## config.mk

```make
export PLATFORM = sky130hd
export DESIGN_NAME = mem_arbiter
export DESIGN_NICKNAME = d
export VERILOG_FILES = /design/src/rtl/mem_arbiter.sv
export SDC_FILE = /design/constraint.sdc
export NUM_CORES = 1
export LEC_CHECK = 0
export CAP_MARGIN = 10
export CORE_ASPECT_RATIO = 1.1
export CORE_MARGIN = 5
export CORE_UTILIZATION = 40
export DETAILED_ROUTE_END_ITERATION = 8
export PLACE_DENSITY = 0.8
export SLEW_MARGIN = 20
export SYNTH_ARGS = -nofsm -noshare
export SYNTH_HDL_FRONTEND = slang
export SYNTH_SLANG_ARGS = --single-unit
```

## constraint.sdc

```tcl
create_clock -name clk -period 2.95 [get_ports clk]
set_clock_uncertainty 0.2 [all_clocks]
set_input_delay 0.295 -clock clk [delete_from_list [all_inputs] [get_ports clk]]
set_output_delay 0.295 -clock clk [all_outputs]
set_load 0.005 [all_outputs]
```

## src/rtl/mem_arbiter.sv

```systemverilog
// mem_arbiter: shares one memory port between the instruction-fetch and
// data-access requesters. Round-robin on ties, a single transaction in
// flight, and a bus timeout that completes the transaction with an error.
// Every output is driven straight from a flop.
module mem_arbiter #(
  parameter int TIMEOUT = 255,
  parameter int CNT_W   = 8
) (
  input  logic        clk,
  input  logic        rst,
  // instruction fetch side
  input  logic        i_req,
  input  logic [31:0] i_addr,
  output logic        i_ack,
  output logic [31:0] i_rdata,
  output logic        i_err,
  // data access side
  input  logic        d_req,
  input  logic        d_wen,
  input  logic [31:0] d_addr,
  input  logic [31:0] d_wdata,
  input  logic [3:0]  d_wstrb,
  output logic        d_ack,
  output logic [31:0] d_rdata,
  output logic        d_err,
  // memory side
  output logic        mem_req,
  output logic        mem_wen,
  output logic [31:0] mem_addr,
  output logic [31:0] mem_wdata,
  output logic [3:0]  mem_wstrb,
  input  logic [31:0] mem_rdata,
  input  logic        mem_ready
);

  typedef enum logic [1:0] {
    ST_IDLE = 2'd0,
    ST_BUSY = 2'd1,
    ST_RESP = 2'd2
  } state_t;

  typedef enum logic {
    OWN_FETCH = 1'b0,
    OWN_DATA  = 1'b1
  } owner_t;

  // Counter value seen in the last tolerated wait cycle: TIMEOUT waits total.
  localparam logic [CNT_W-1:0] CNT_LAST = CNT_W'(TIMEOUT - 1);

  state_t      state_q, state_d;
  owner_t      owner_q, owner_d;
  owner_t      last_grant_q, last_grant_d;
  logic [CNT_W-1:0] cnt_q, cnt_d;

  logic        mem_req_q, mem_req_d;
  logic        mem_wen_q, mem_wen_d;
  logic [31:0] mem_addr_q, mem_addr_d;
  logic [31:0] mem_wdata_q, mem_wdata_d;
  logic [3:0]  mem_wstrb_q, mem_wstrb_d;

  logic        i_ack_q, i_ack_d;
  logic        i_err_q, i_err_d;
  logic [31:0] i_rdata_q, i_rdata_d;
  logic        d_ack_q, d_ack_d;
  logic        d_err_q, d_err_d;
  logic [31:0] d_rdata_q, d_rdata_d;

  logic        pick_data;

  // Arbitration: data wins when alone, or on a tie when fetch was served last.
  always_comb begin
    pick_data = d_req && (!i_req || (last_grant_q == OWN_FETCH));
  end

  // Next-state and output computation for the IDLE/BUSY/RESP sequence.
  always_comb begin
    state_d      = state_q;
    owner_d      = owner_q;
    last_grant_d = last_grant_q;
    cnt_d        = cnt_q;
    mem_req_d    = mem_req_q;
    mem_wen_d    = mem_wen_q;
    mem_addr_d   = mem_addr_q;
    mem_wdata_d  = mem_wdata_q;
    mem_wstrb_d  = mem_wstrb_q;
    i_ack_d      = i_ack_q;
    i_err_d      = i_err_q;
    i_rdata_d    = i_rdata_q;
    d_ack_d      = d_ack_q;
    d_err_d      = d_err_q;
    d_rdata_d    = d_rdata_q;

    case (state_q)
      ST_IDLE: begin
        if (i_req || d_req) begin
          state_d   = ST_BUSY;
          cnt_d     = '0;
          mem_req_d = 1'b1;
          if (pick_data) begin
            owner_d      = OWN_DATA;
            last_grant_d = OWN_DATA;
            mem_wen_d    = d_wen;
            mem_addr_d   = d_addr;
            mem_wdata_d  = d_wdata;
            // Byte enables only mean something on writes.
            mem_wstrb_d  = d_wen ? d_wstrb : 4'b0000;
          end else begin
            owner_d      = OWN_FETCH;
            last_grant_d = OWN_FETCH;
            mem_wen_d    = 1'b0;
            mem_addr_d   = i_addr;
            mem_wdata_d  = 32'h0;
            mem_wstrb_d  = 4'b0000;
          end
        end
      end

      ST_BUSY: begin
        // A ready in the last tolerated cycle still counts as a normal finish.
        if (mem_ready) begin
          state_d   = ST_RESP;
          mem_req_d = 1'b0;
          if (owner_q == OWN_DATA) begin
            d_ack_d   = 1'b1;
            d_err_d   = 1'b0;
            d_rdata_d = mem_rdata;
          end else begin
            i_ack_d   = 1'b1;
            i_err_d   = 1'b0;
            i_rdata_d = mem_rdata;
          end
        end else if (cnt_q == CNT_LAST) begin
          state_d   = ST_RESP;
          mem_req_d = 1'b0;
          if (owner_q == OWN_DATA) begin
            d_ack_d   = 1'b1;
            d_err_d   = 1'b1;
            d_rdata_d = 32'h0;
          end else begin
            i_ack_d   = 1'b1;
            i_err_d   = 1'b1;
            i_rdata_d = 32'h0;
          end
        end else begin
          cnt_d = cnt_q + CNT_W'(1);
        end
      end

      ST_RESP: begin
        // Response is visible for this single cycle; requests wait for IDLE.
        state_d = ST_IDLE;
        i_ack_d = 1'b0;
        i_err_d = 1'b0;
        d_ack_d = 1'b0;
        d_err_d = 1'b0;
      end

      default: begin
        state_d = ST_IDLE;
      end
    endcase
  end

  // State and output registers; reset abandons any transaction without an ack.
  always_ff @(posedge clk) begin
    if (rst) begin
      state_q      <= ST_IDLE;
      owner_q      <= OWN_FETCH;
      last_grant_q <= OWN_FETCH;
      cnt_q        <= '0;
      mem_req_q    <= 1'b0;
      mem_wen_q    <= 1'b0;
      mem_addr_q   <= 32'h0;
      mem_wdata_q  <= 32'h0;
      mem_wstrb_q  <= 4'b0000;
      i_ack_q      <= 1'b0;
      i_err_q      <= 1'b0;
      i_rdata_q    <= 32'h0;
      d_ack_q      <= 1'b0;
      d_err_q      <= 1'b0;
      d_rdata_q    <= 32'h0;
    end else begin
      state_q      <= state_d;
      owner_q      <= owner_d;
      last_grant_q <= last_grant_d;
      cnt_q        <= cnt_d;
      mem_req_q    <= mem_req_d;
      mem_wen_q    <= mem_wen_d;
      mem_addr_q   <= mem_addr_d;
      mem_wdata_q  <= mem_wdata_d;
      mem_wstrb_q  <= mem_wstrb_d;
      i_ack_q      <= i_ack_d;
      i_err_q      <= i_err_d;
      i_rdata_q    <= i_rdata_d;
      d_ack_q      <= d_ack_d;
      d_err_q      <= d_err_d;
      d_rdata_q    <= d_rdata_d;
    end
  end

  assign mem_req   = mem_req_q;
  assign mem_wen   = mem_wen_q;
  assign mem_addr  = mem_addr_q;
  assign mem_wdata = mem_wdata_q;
  assign mem_wstrb = mem_wstrb_q;
  assign i_ack     = i_ack_q;
  assign i_err     = i_err_q;
  assign i_rdata   = i_rdata_q;
  assign d_ack     = d_ack_q;
  assign d_err     = d_err_q;
  assign d_rdata   = d_rdata_q;

endmodule

```

# Word level (Yosys, flattened, before mapping)

Cells that the tools add are included.
W data, S select, Z words.

$add $sub $neg: 1
Eq/ne operators: 9
Mux-type cells: 44
Bitwise operators: 1
Reductions and logical operators: 17

Operators with widths:

| kind                  | count |
|---|---|
| $mux W32              | 10 |
| $mux W8               | 3 |
| $mux W1               | 19 |
| $pmux W8 S2           | 1 |
| $reduce_and A3 Y1     | 5 |
| $ne A2 B2 Y1 const B  | 5 |
| $pmux W1 S2           | 5 |
| $add A8 B1 Y8 const B | 1 |
| $eq A8 B8 Y1 const B  | 1 |
| $mux W4               | 2 |
| $mux W2               | 3 |
| $reduce_and A2 Y1     | 3 |
| $reduce_bool A2 Y1    | 3 |
| $pmux W2 S2           | 1 |
| $reduce_and A4 Y1     | 1 |
| $ne A3 B3 Y1 const B  | 1 |
| $eq A2 B1 Y1 const B  | 1 |
| $eq A2 B2 Y1 const B  | 1 |
| $logic_not A2 Y1      | 1 |
| $logic_or A1 B1 Y1    | 2 |
| $logic_and A1 B1 Y1   | 1 |
| $logic_not A1 Y1      | 1 |
| $not A1 Y1            | 1 |

Register bits: 149
Output and inout port bits: 138
Word-level logic and storage cells: 86

# Longest topological paths before layout

Word-level depth: 4
Gate-level depth with buffers: 8
Gate-level depth less buffers: 6

# Worst setup path before layout

No wires, ideal clock.

Kind: register -> register
Start: register cnt_q[0]
End: register cnt_q[2]
Setup time: 0.062 ns
Arrival time: 1.787 ns
Slack: 0.901 ns
Cell stages (with the launch flop): 9
Path buffers: 2
Clock period less this slack: 2.049 ns
Path through: dfxtp_1 inv_1 ha_1 and3_1 buf_6 a21o_4 buf_6 or4_1 nand3_1

Cells in the longest elaborated chain, start to end: 4
Elaborated cells on any way between the ends: 7
Those cells by class: add/sub: 1; eq/ne: 2; mux: 3; reduce/logical: 1

RTL lines:

| what                   | RTL line | source |
|---|---|---|
| from (decl)            | 53       | `logic [CNT_W-1:0] cnt_q, cnt_d;` |
| from (signal assigned) | 186      | `cnt_q <= cnt_d;` |
| $add A8 B1 Y8          | 145      | `cnt_d = cnt_q + CNT_W'(1);` |
| $mux W8                | 132      | `end else if (cnt_q == CNT_LAST) begin` |
| $mux W8                | 120      | `if (mem_ready) begin` |
| $pmux W8 S2            | 93       | `case (state_q)` |

Parallel ways exist; a longest one is shown, timed or not. The select of a mux whose other input is x is not followed.
A chain may end at the register's enable or synchronous reset.

# Final worst setup path

Start: register cnt_q[0]
End: register i_rdata_q[3], in the netlist i_rdata[3]

Cells in the longest elaborated chain, start to end: 3

RTL lines:

| what                         | RTL line | source |
|---|---|---|
| $eq A8 B8 Y1                 | 132      |  |
| $reduce_bool A2 Y1 (no line) | --       |  |
| $reduce_and A3 Y1 (no line)  | --       |  |
| to (signal assigned)         | 194      | `i_rdata_q <= i_rdata_d;` |
| to (decl)                    | 63       | `logic [31:0] i_rdata_q, i_rdata_d;` |

Every way passes these cells.

==> impl_metrics.yaml <==
status:
  status: "completed"
setup_path:
  startpoint_type: "register"
  reg2reg_slack_ns: 0.72
  timing.rr.end: "i_rdata[3]"
  r2r_start: "cnt_q[0]"
  worstSetupPathType: "reg2reg"
  worstPathMaxFanout: 32
  worstPathRequired_ns: 3.09
  worstRegToRegCells: 7
  crit_arrival_ns: 2.37
  endpoint_kind: "register"
power_and_ir_drop:
  p_total_mw: 5.35
  vdd_drop_max_mv: 0.328
  cellLeakagePower_nw: 3.30
  power.density_mw_per_mm2: 595
clock_tree:
  clock_sinks: 149
  root_buffer: "clkbuf_16"
  cts_max_path_buffers: 2
  cts_tree: "yes"
  cts_made_buffers: 17
  h-tree-depth: 4
  clk_transition_reported_paths_ns: 0.06
  post_cts_buffers: 0
  clk_latency_ns: 0.41
global_route:
  grt_usage_pct: 21.1
  grt_start_max_net_pins: 74
  top_usage_layer: "met2"
  use_met2_pct: 36.4
  met3_usage_pct: 8.66
  antenna_found_initial: 0
  grt_pass1_wl_mm: 27.4
  grt_overflow: 0
  grt_pass1_vias: 5373
  use_met1_pct: 23.0
hold_path:
  min_path_type: "in2reg"
  hp-start: "mem_ready"
  holdPathEnd: "cnt_q[7]"
  min_path_cells: 3
logic_synthesis:
  synth_most_common_cell: "dfxtp_1"
  synthDistinctLibCells: 39
  synth_area_mm2: 0.00555
  syn-num-nets: 669
  syn_area_per_cell_um2: 10.5
  synth_edf_count: 0
  yosys_register_bits: 149
  ys.flop_type: "dfxtp_1"
  async_flop_share_pct: 0
  yosysTopAreaCellShare_pct: 53.8
  synth.largest_area_cell: "dfxtp_1"
  ys_seq_area_share_pct: 53.8
  synth_area_leaders: "dfxtp_1, a32o_1, mux2i_1, nor2_1, a211oi_1"
  syn_inst: 526
  synth_common_cells: "dfxtp_1, nor2_1, a32o_1, clkbuf_1"
  ys_warn_count: 0
layout:
  final_nets: 922
  final_area_mm2: 0.00900
  num_antenna_cells: 0
  drive_above_1_share_pct: 6.70
  area_growth_pct: 62.3
sta:
  worst_slack_ns: 0.723
  hold_viol: 0
  finalSetupViolations: 0
  timing.slew.headroom_pct: 50.7
  final.min_clock_period_ns: 2.23
  worst_slew_pin_slew_ns: 0.739
  fmax_mhz: 449
  rsz0062_at_grt: "false"
  layout_worst_path_cycle_share_pct: 75.5
  finalSetupTns_ns: 0
  report.final.slew_viol_count: 0
route:
  ant_nets: 0
  via_count: 5364
  dr.pass1.iters: 5
  drt_wl_total_mm: 18.0
  initialDrtViolationCount: 366
  via_per_inst: 5.48
  drc: 0
  wire_per_inst_um: 18.3
die:
  core.rowCount: 45
  die_area_mm2: 0.0163
  die_w_um: 122
  die_y_um: 133
  start_util_pct: 40.5
  ios: 276
  core_area_mm2: 0.0137
place:
  finalWeightedCongestion: 0.865
  dp_worst_setup_slack_ns: 0.694
  dp_hpwl_mm: 13.4
  place_area_mm2: 0.00842
  numPortBuffers: 275
job:
  maxCapViolations: 0
-- critical path, stage by stage (launching register included) --
cell,delay (ns)
dfxtp_1,0.41
inv_1,0.06
ha_1,0.18
and3_1,0.24
a21o_4,0.31
a31oi_2,0.19
buf_4,0.36
a32o_1,0.20
-- area by class of cell --
cell class | count | area [um2]
tap | 188 | 235
sequential | 149 | 2980
fill | 1028 | 4680
clock inverter | 10 | 96.3
inverter | 9 | 33.8
clock buffer | 21 | 470
timing repair buffer | 288 | 2870
multi-input combinational | 314 | 2310
-- through the flow --
step                      util, %  std cells  hold WS [ns]
after detailed placement     61.6        947         0.247
after global placement       61.6        947         0.246
after CTS                    65.8        979        0.0715
after floorplan                 -        526         0.225
after global routing         65.8        979         0.119
final                        65.8        979        0.0974
-- cells in the final DEF, fill, tap and decap left out, types with 9 or more instances in the layout --
cell type,instances
clkdlybuf4s50_1,273
dfxtp_1,149
nor2_1,72
a32o_1,65
a22oi_1,33
mux2i_1,33
a211oi_1,33
clkbuf_16,17
buf_4,10
inv_1,9
nand2_1,9
-- sequential cells by signal (all words and copies together) (netlist names), 2 cells and up --
register,cells
mem_addr,32
d_rdata,32
cnt_q,8
mem_wdata,32
state_q,2
mem_wstrb,4
i_rdata,32
-- worst max-delay path by stage --
stage | from | endpoint | slack, ns
after floorplan | cnt_q[0] | cnt_q[2] | 0.90
after global placement | i_req | mem_addr[23] | 0.79
after detailed placement | i_req | mem_addr[14] | 0.69
after CTS | cnt_q[0] | i_rdata[1] | 0.72
after global routing | cnt_q[0] | d_rdata[3] | 0.55
final | cnt_q[0] | i_rdata[3] | 0.72
-- kinds of logic after synthesis --
kind of cell    share of synthesized area [%]
fa+ha+maj                                1.13
simple gates                             8.44
compound gates                           25.8
flops                                    53.8
mux                                      5.96
buf+inv                                  4.90
-- layer usage --
| layer | vias to the layer above | part of all wire, % |
|---|---|---|
| li1 | 2525 | - |
| met1 | 2539 | 37 |
| met5 | - | 0 |
| met2 | 267 | 50 |
| met4 | 0 | 2.4 |
| met3 | 33 | 10 |
-- timing repair --
action / 4_1_cts / 5_1_grt
hold endpoints to repair: 3 / 0
gates resized for setup: 0 / 0
hold buffers: 1 / 0
setup endpoints to repair: 0 / 0
-- power by group --
part | internal, mW | total [mW] | switching, mW
clock network | 1.23 | 2.04 | 0.818
logic | 0.588 | 1.05 | 0.465
registers | 2.17 | 2.25 | 0.0899
No activity file was read; power rests on OpenSTA's default activity.
